$ cat src/rtl/tinyrv1_br_pkg.sv
// Shared types and constants for the TinyRV1 branch redirect logic.
// Latency: n/a (types, constants and a pure target helper only).
// Backpressure: n/a.
package tinyrv1_br_pkg;

    // X-stage control-transfer kind; NONE is never accepted
    typedef enum logic [1:0] {
        NONE = 2'd0,
        BNE  = 2'd1,
        JAL  = 2'd2,
        JR   = 2'd3
    } br_type_t;

    // Resolver state: accepting, or inside the squash window
    typedef enum logic {
        IDLE   = 1'b0,
        SQUASH = 1'b1
    } bru_state_t;

    // Link offset written by JAL
    localparam logic [31:0] PC_INCR = 32'd4;

    // JR targets are word aligned; BNE/JAL are pc-relative, both wrap mod 2^32
    function automatic logic [31:0] calc_target(
        input br_type_t    ty,
        input logic [31:0] pc,
        input logic [31:0] imm,
        input logic [31:0] rs1
    );
        if (ty == JR) begin
            return rs1 & 32'hFFFF_FFFC;
        end
        return pc + imm;
    endfunction

endpackage

$ cat src/rtl/bru_squash_counter.sv
// Loadable 3-bit down-counter that times the squash window.
// Latency: load/decrement take effect at the next edge; done reflects the held count.
// Backpressure: none; decrement stops at zero.
module bru_squash_counter (
    input  logic       clk,
    input  logic       rst_n,
    input  logic       load,
    input  logic [2:0] load_val,
    input  logic       dec,
    output logic       done
);

    logic [2:0] cnt_q;
    logic [2:0] cnt_d;

    // Load has priority over decrement; hold at zero once drained
    always_comb begin
        cnt_d = cnt_q;
        if (load) begin
            cnt_d = load_val;
        end else if (dec && (cnt_q != 3'd0)) begin
            cnt_d = cnt_q - 3'd1;
        end
    end

    // Count register, cleared asynchronously
    always_ff @(posedge clk or negedge rst_n) begin
        if (!rst_n) begin
            cnt_q <= 3'd0;
        end else begin
            cnt_q <= cnt_d;
        end
    end

    // Last squash cycle: the decrement happening now ends the window
    assign done = (cnt_q == 3'd1);

endmodule

$ cat src/rtl/branch_redirect_unit.sv
// Resolves X-stage BNE/JAL/JR into a registered redirect, JAL link write and timed F/D squash.
// Latency: accept at edge t -> redirect/link pulse in cycle t+1, squash for t+1..t+SQUASH_CYCLES.
// Backpressure: stall_X holds off acceptance; control ops during squash are dropped. Option: BRU_STATS_EN.
module branch_redirect_unit
    import tinyrv1_br_pkg::*;
#(
    parameter int SQUASH_CYCLES = 2
) (
    input  logic        clk,
    input  logic        rst_n,
    input  logic        br_val,
    input  logic [1:0]  br_type,
    input  logic [31:0] br_pc,
    input  logic [31:0] br_imm,
    input  logic [31:0] br_rs1,
    input  logic        br_eq,
    input  logic        stall_X,
    output logic        redirect_val,
    output logic [31:0] redirect_pc,
    output logic        link_val,
    output logic [31:0] link_data,
    output logic        squash_F,
    output logic        squash_D,
`ifdef BRU_STATS_EN
    output logic [31:0] stat_taken,
    output logic [31:0] stat_not_taken,
`endif
    output logic        busy
);

    localparam logic [2:0] SQ_LOAD = 3'(SQUASH_CYCLES);

    br_type_t   ty;
    bru_state_t state_q;
    bru_state_t state_d;
    logic       accept;
    logic       taken;
    logic       cnt_load;
    logic       cnt_dec;
    logic       cnt_done;
    logic [31:0] target;

    logic        redirect_val_q;
    logic [31:0] redirect_pc_q;
    logic        link_val_q;
    logic [31:0] link_data_q;

    assign ty = br_type_t'(br_type);

    // Accept qualification and taken decision for the X-stage instruction
    always_comb begin
        accept = br_val & ~stall_X & (ty != NONE) & (state_q == IDLE);
        taken  = 1'b0;
        case (ty)
            BNE:     taken = ~br_eq;
            JAL:     taken = 1'b1;
            JR:      taken = 1'b1;
            default: taken = 1'b0;
        endcase
        target = calc_target(ty, br_pc, br_imm, br_rs1);
    end

    // Next-state logic: enter SQUASH on a taken accept, leave when the count runs out
    always_comb begin
        state_d  = state_q;
        cnt_load = 1'b0;
        cnt_dec  = 1'b0;
        case (state_q)
            IDLE: begin
                if (accept && taken) begin
                    state_d  = SQUASH;
                    cnt_load = 1'b1;
                end
            end
            SQUASH: begin
                cnt_dec = 1'b1;
                if (cnt_done) begin
                    state_d = IDLE;
                end
            end
            default: state_d = IDLE;
        endcase
    end

    // State register; async reset aborts any squash in progress
    always_ff @(posedge clk or negedge rst_n) begin
        if (!rst_n) begin
            state_q <= IDLE;
        end else begin
            state_q <= state_d;
        end
    end

    bru_squash_counter u_sq_cnt (
        .clk      (clk),
        .rst_n    (rst_n),
        .load     (cnt_load),
        .load_val (SQ_LOAD),
        .dec      (cnt_dec),
        .done     (cnt_done)
    );

    // Registered redirect and link pulses; data holds its last value between pulses
    always_ff @(posedge clk or negedge rst_n) begin
        if (!rst_n) begin
            redirect_val_q <= 1'b0;
            redirect_pc_q  <= 32'd0;
            link_val_q     <= 1'b0;
            link_data_q    <= 32'd0;
        end else begin
            redirect_val_q <= accept & taken;
            link_val_q     <= accept & (ty == JAL);
            if (accept && taken) begin
                redirect_pc_q <= target;
            end
            if (accept && (ty == JAL)) begin
                link_data_q <= br_pc + PC_INCR;
            end
        end
    end

    assign redirect_val = redirect_val_q;
    assign redirect_pc  = redirect_pc_q;
    assign link_val     = link_val_q;
    assign link_data    = link_data_q;
    assign busy         = (state_q == SQUASH);
    assign squash_F     = busy;
    assign squash_D     = busy;

`ifdef BRU_STATS_EN
    logic [31:0] stat_taken_q;
    logic [31:0] stat_not_taken_q;

    // Saturating accept counters, split by outcome
    always_ff @(posedge clk or negedge rst_n) begin
        if (!rst_n) begin
            stat_taken_q     <= 32'd0;
            stat_not_taken_q <= 32'd0;
        end else if (accept) begin
            if (taken && (stat_taken_q != 32'hFFFF_FFFF)) begin
                stat_taken_q <= stat_taken_q + 32'd1;
            end
            if (!taken && (stat_not_taken_q != 32'hFFFF_FFFF)) begin
                stat_not_taken_q <= stat_not_taken_q + 32'd1;
            end
        end
    end

    assign stat_taken     = stat_taken_q;
    assign stat_not_taken = stat_not_taken_q;
`endif

endmodule

$ cat config.mk
export PLATFORM = sky130hd
export DESIGN_NAME = branch_redirect_unit
export DESIGN_NICKNAME = d
export VERILOG_FILES = /design/src/rtl/tinyrv1_br_pkg.sv /design/src/rtl/bru_squash_counter.sv /design/src/rtl/branch_redirect_unit.sv
export SDC_FILE = /design/constraint.sdc
export NUM_CORES = 1
export LEC_CHECK = 0
export BUFFER_PORTS_ARGS = -buffer_cell sky130_fd_sc_hd__buf_4
export CAP_MARGIN = 20
export CORE_ASPECT_RATIO = 1.1
export CORE_MARGIN = 2
export CORE_UTILIZATION = 40
export DETAILED_ROUTE_END_ITERATION = 6
export GPL_TIMING_DRIVEN = 1
export PLACE_DENSITY = 0.63
export SYNTH_ARGS = -nofsm -noshare
export SYNTH_HDL_FRONTEND = slang
export SYNTH_SLANG_ARGS = --single-unit
$ cat constraint.sdc
create_clock -name clk -period 2.1 [get_ports clk]
set_clock_uncertainty 0.15 [all_clocks]
set_input_delay 0 -clock clk [delete_from_list [all_inputs] [get_ports clk]]
set_output_delay 0 -clock clk [all_outputs]
set_load 0.05 [all_outputs]
==> metrics.yaml, run 1 <==
status: "finished clean"
total_power_mw: 9.45
dr.pass1.iters: 5
grt_max_degree: 71
critical-path-max-stage-delay_ps: 370
synthTopCellsByArea: "dfrtp_1, ha_1, nand2_1"
critPathMaxFanout: 3
drt_iter0_markers: 287
design.core.area_sq_um: 12500
synth-edff-count: 0
grt_pass1_vias: 6055
vias: 5852
clk_pin_slew_ps: 60
synth_seq_area_share_pct: 34.3
finalSetupViolCount: 0
startpoint_type: "input port"
die_h_microns: 122
wl_met1_microns: 6960
clk_latency_ps: 350
cts_buffers: 9
hold_viol: 0
yosysTopAreaCell: "dfrtp_1"
antenna_found_initial: 0
worstReg2RegStart: "busy"
yosys_warnings: 0
critPathTopFamily: "compound AO/OA/AOI/OAI gates"
pre_cts_slack_ps: -297
drt_wl_total_microns: 17900
ys_seq_elements: 70
mostFrequentLayoutCells: "buf_4, nand2_1, dlygate4sd3_1"
powerDensity_nw_per_um2: 1110
num-nets-final: 1109
cp.required_ps: 2180
cts.path.max_buffers: 2
antenna_cells: 0
cp_slowest_cell: "fa_2"
portBuffers: 169
highest_layer: "met4"
period_needed_ps: 2000
timing.rr.end: "redirect_pc[19]"
fillers: 1022
route.met2.wl_microns: 9720
hold_path_class: "in -> reg"
via_per_inst: 5.17
num_rows: 43
cts_max_level: 3
reg2reg_slack_ps: 250
final_common_cell: "buf_4"
postRouteAntennaNets: 0
hold_path_end: "redirect_pc[26]"
grt_pass1_wl_microns: 29000
slew-limit-headroom_pct: 62.5
worst_pin_slew_ps: 560
synthArstFlopShare_pct: 100
timing.hold.ws_ps: 14.7
area_growth_pct: 67.5
crit_path_end_kind: "register"
syn_area_per_cell_sq_um: 8.01
path_cells: "buf_4, ha_4, fa_2, a21oi_2, o21ai_2, a211oi_2, a211oi_2, a221oi_2, o21a_1, nor4_1, nand3b_1"
worst_path_most_repeated_cell: "a211oi_2"
io_pins: 172
dp_hpwl_microns: 13000
yosysTopAreaCellShare_pct: 34.3
fin_tns_setup_ps: 0
maxCapViolations: 0
timing.final.crit_share_pct: 95.2
route.met3.wl_microns: 902
clock.fmax_mhz: 500
synth_ff_type: "dfrtp_1"
drive_gt1_share_pct: 34.5
cts_tree: "yes"
grtUsageTotal_pct: 26.3
hold_path_startpoint: "br_type[0]"
path_buf_inv: 1
initial_core_util_pct: 40.7
r2r_cells: 7
cts-root-buf: "clkbuf_16"
syn_nets: 776
ys_types: 53
critPathKind: "in -> reg"
gp_congestion: 0.938
overflow: 0
die_area_sq_um: 13700
netlist_area_sq_um: 5100
die_w_microns: 112
drc: 0
p_leak_nw: 4.11
netlist_instances: 637
worstPathArrival_ps: 2080
avgRoutedWirePerCell_microns: 15.8
cts_sinks: 70
crit_cells: 11
ir_drop_mv: 1.06
drv_slew: 0
fin_ws_ps: 99.8
hold_depth: 4
-- cells by family (layout without fill, tap and decap cells) --
group / Yosys count / after routing / share of synthesized area, %
DFF: 70 / 70 / 34.3
AOI/OAI and AO/OA: 179 / 179 / 20.9
and+or+nand+nor: 246 / 246 / 21.9
muxes: 3 / 3 / 0.613
buffers and inverters: 49 / 387 / 3.97
adders and majority gates: 36 / 36 / 8.98
xor gates and xnor gates: 54 / 54 / 9.27
-- Yosys cell counts (all sizes together), types with 2 or more instances --
master,n
xor2,23
and4,2
xnor2,31
inv,14
and3,16
nand3,24
nand2,110
o211ai,4
nand3b,3
and2,4
o31ai,2
a21oi,53
buf,7
a211o,2
o311ai,2
a31oi,10
nor2,51
clkbuf,28
dfrtp,70
nor2b,5
o21bai,6
mux2i,2
o2111ai,2
o21a,6
nand4,13
nor4,3
a21o,13
nor3,8
a211oi,6
ha,35
o21ai,67
nor3b,2
-- through the flow --
stage          cells  area (sq um)  utilization, %
2_1_floorplan    637          5150               -
3_3_place_gp    1040          7330            58.4
3_5_place_dp    1040          7330            58.4
4_1_cts         1129          8370            66.7
5_1_grt         1132          8540            68.2
6_report        1132          8540            68.2
-- timing repair --
| item | 4_1_cts | 5_1_grt |
|---|---|---|
| endpoints found under the setup margin | 0 | 15 |
| hold endpoints to repair | 133 | 0 |
| hold buffers | 73 | 0 |
| buffers inserted | 0 | 3 |
| gates resized for setup | 0 | 26 |
-- worst max path at each step --
stage | from | slack, ps | to
2_1_floorplan | br_pc[0] | -30 | redirect_pc[30]
3_3_place_gp | br_pc[0] | -230 | redirect_pc[30]
3_5_place_dp | br_pc[3] | -300 | redirect_pc[29]
4_1_cts | br_pc[5] | 40 | link_data[29]
5_1_grt | br_pc[1] | -8 | redirect_pc[29]
6_report | br_pc[0] | 100 | redirect_pc[30]
-- tightest hold or removal path, cell delays in order --
cell	delay [ps]
buf_4	100
nand2_1	190
nand2_1	130
a21oi_1	50
-- state kept, by name (all words and copies together) (netlist names) --
register / count
busy: 1
link_data: 32
link_val: 1
redirect_pc: 32
redirect_val: 1
u_sq_cnt.cnt_q: 3
-- power by group --
part	leakage [nW]	internal [mW]	switching (mW)	total (mW)
combinational	3.09	1.86	3.61	5.47
clock	0.152	0.984	0.617	1.60
sequential	0.867	2.00	0.388	2.38
-- per-layer routing --
layer  up-vias  GRT usage [%]
li1       2895              -
met1      2761           29.3
met2       168           50.5
met3        28           5.19
met4         0           8.02
met5         -              0
-- area by class of cell --
type                    count  area, sq um  area share, %
multi-input cells         518         3350           39.2
repair buffers            357         2880           33.7
flip-flops and latches     70         1750           20.5
clock buffers              11          253           2.96
well taps                 157          196           2.30
clock inverters             5         56.3          0.659
inverters                  14         52.6          0.615
Note: power is estimated with default switching activity, not from simulation.
==> inputs of run 2 (changes only) <==
--- a/config.mk
+++ b/config.mk
@@ -5,14 +5,17 @@
 export SDC_FILE = /design/constraint.sdc
 export NUM_CORES = 1
 export LEC_CHECK = 0
+export ABC_AREA = 1
 export BUFFER_PORTS_ARGS = -buffer_cell sky130_fd_sc_hd__buf_4
 export CAP_MARGIN = 20
+export CELL_PAD_IN_SITES_DETAIL_PLACEMENT = 0
+export CELL_PAD_IN_SITES_GLOBAL_PLACEMENT = 1
 export CORE_ASPECT_RATIO = 1.1
 export CORE_MARGIN = 2
-export CORE_UTILIZATION = 40
+export CORE_UTILIZATION = 36
 export DETAILED_ROUTE_END_ITERATION = 6
 export GPL_TIMING_DRIVEN = 1
-export PLACE_DENSITY = 0.63
+export PLACE_DENSITY = 0.78
 export SYNTH_ARGS = -nofsm -noshare
 export SYNTH_HDL_FRONTEND = slang
 export SYNTH_SLANG_ARGS = --single-unit
==> run 2 against run 1 <==
Against the previous run: the run now ends with negative hold slack left; synthesized area up 19%; synthesized cell count up 56%; flip-flop and latch count did not move; cell count up 28%; total power fell by 0.23%; routed wire length is 15% higher; cell area is 5.9% higher; register-to-register slack worse by 150 ps; sequential power fell by 2%.
==> metrics.yaml, run 2 <==
status: "finished, violations left"
failed_checks: "negative hold slack"
ys_types: 38
internal-power_mw: 4.84
maxCapViolations: 0
die_w_microns: 128
powerDensity_nw_per_um2: 1040
startpoint_type: "register"
num_rows: 49
dp_hpwl_microns: 16200
dp.cells: 1356
fillers: 1687
timing.hold.ws_ps: -21.4
gp_congestion: 0.865
timing.final.crit_share_pct: 95.2
drc: 0
synth_ff_type: "dfrtp_1"
synth_compound_area_share_pct: 6.97
syn_area_per_cell_sq_um: 6.13
p_leak_nw: 4.91
grt_max_degree: 46
yosysMostFrequentCell: "nand2_1"
hold_viol: 5
avgRoutedWirePerCell_microns: 14.2
clk_latency_ps: 340
synthAdderAreaFrac_pct: 7.53
clock.fmax_mhz: 500
final_common_cell: "nand2_1"
die_area_sq_um: 18000
yosys_warnings: 0
worst_pin_slew_ps: 694
dr.pass1.iters: 7
yosysTopAreaCell: "dfrtp_1"
critPathKind: "reg -> reg"
drt_iter0_markers: 339
io_pins: 172
grt_pass1_wl_microns: 32100
power_frac_clock_pct: 19.4
vias: 6764
antenna_cells: 0
synth_seq_area_share_pct: 28.8
num-nets-final: 1381
worstPathArrival_ps: 2080
synth-edff-count: 0
regArea_sq_um: 1750
cp.required_ps: 2180
synthTopCellsByArea: "dfrtp_1, nand2_1, inv_1"
p_sw_mw: 4.59
syn_nets: 1131
multi_input_area_sq_um: 4000
pwr-share-comb_pct: 55.7
cts_max_level: 3
p_seq_share_pct: 24.8
cts.path.max_buffers: 2
total_power_mw: 9.43
fin_ws_ps: 100
finalSetupViolCount: 0
cts_buffers: 9
yosysTopAreaCellShare_pct: 28.8
period_needed_ps: 2000
initial_core_util_pct: 37.0
netlist_area_sq_um: 6080
stdcell_count: 1451
slew-limit-headroom_pct: 53.3
synthXorXnorAreaFrac_pct: 4.61
mostFrequentLayoutCells: "nand2_1, buf_4, inv_1"
synthArstFlopShare_pct: 100
postRouteAntennaNets: 0
drv_slew: 0
cts_sinks: 70
cts-root-buf: "clkbuf_16"
hold_path_class: "in -> reg"
cts_tree: "yes"
p_sw_share_pct: 48.7
area_growth_pct: 48.7
synth_common_cells: "nand2_1, inv_1, nor2_1"
design.core.area_sq_um: 16400
clk_pin_slew_ps: 60
overflow: 0
drive_gt1_share_pct: 24.1
portBuffers: 169
ir_drop_mv: 0.668
netlist_instances: 992
drt_wl_total_microns: 20500
grtUsageTotal_pct: 22.7
synthMuxAreaShare_pct: 0
grt_pass1_vias: 6325
synth_top_family_by_area: "simple AND/OR/NAND/NOR gates"
synth-simple-area-share_pct: 41.8
die_h_microns: 140
critPathMaxFanout: 11
ys_seq_elements: 70
via_per_inst: 4.66
crit_path_end_kind: "register"
pre_cts_slack_ps: 63.4
antenna_found_initial: 0
[run 2: cell types whose count changed in the layout (fill, tap and decap cells not counted), sizes merged, moves of 12 or more]
| cell | before | now |
|---|---|---|
| nand2 | 110 | 407 |
| inv | 15 | 139 |
| buf | 284 | 187 |
| nor2 | 51 | 114 |
| o21ai | 67 | 28 |
| nand3 | 24 | 50 |
| xnor2 | 31 | 11 |
| and3 | 16 | 1 |
| a21o | 13 | 1 |
[run 2: cell type report]
cell class / count / share of cell area, %
Clock buffer: 11 / 2.68
Multi-Input combinational cell: 761 / 44.3
Tap cell: 204 / 2.82
Inverter: 140 / 5.88
Sequential cell: 70 / 19.4
Timing Repair Buffer: 260 / 23.8
Clock inverter: 5 / 1.18
[run 2: worst paths after layout]
path	startpoint	to	slack [ps]	cells after the start
hold / removal	br_pc[2]	link_data[19]	-20	6
hold reg to reg	link_data[3]	link_data[3]	320	2
setup reg to reg	busy	redirect_pc[14]	100	6
min in group asynchronous	rst_n	link_data[22]	0	2
setup / recovery	busy	redirect_pc[14]	100	6
max in group asynchronous	rst_n	redirect_pc[1]	1220	3
[run 2: power groups by stage]
stage / registers, mW / logic (mW) / clock network [mW]
2_1_floorplan: 4.40 / 1.35 / 0
3_3_place_gp: 2.36 / 5.02 / 0
3_5_place_dp: 2.36 / 5.06 / 0
4_1_cts: 2.35 / 5.18 / 1.86
5_1_grt: 2.42 / 5.60 / 1.91
6_report: 2.34 / 5.26 / 1.83
[run 2: logic make-up after synthesis]
| group | after synthesis |
|---|---|
| adder cells (fa/ha/maj) | 36 |
| flip-flops | 70 |
| AND/OR/NAND/NOR | 611 |
| AO/OA/AOI/OAI | 82 |
| buffers and inverters | 161 |
| XOR/XNOR | 32 |
[run 2: layer usage]
layer / vias to the layer above / track usage, % / part of all wire, %
li1: 3566 / - / -
met3: 19 / 3.09 / 3.4
met2: 130 / 39.5 / 49
met4: 0 / 5.73 / 1.4
met5: - / 0 / 0
met1: 3049 / 29.6 / 46
[run 2: worst max-delay path: stages (launching register included)]
cell	delay, ps
dfrtp_2	440
nor4_4	290
buf_4	160
o21ai_4	100
a21oi_1	120
dlygate4sd3_1	560
a21oi_1	60
[run 2: per-stage QoR]
stage | setup TNS (ps) | util, % | hold slack, ps | area (sq um)
6_report | 0 | 55.1 | -21.4 | 9050
5_1_grt | -29.2 | 55.1 | 0.108 | 9050
2_1_floorplan | 0 | - | -446 | 6080
3_5_place_dp | 0 | 46.4 | -152 | 7620
3_3_place_gp | 0 | 46.4 | -153 | 7620
4_1_cts | 0 | 53.0 | 9.18 | 8710
[run 2: what timing repair did]
item,4_1_cts,5_1_grt
setup endpoints to repair,0,47
resized for setup,0,77
hold buffers,74,1
hold endpoints to repair,134,3
buffers inserted,0,6
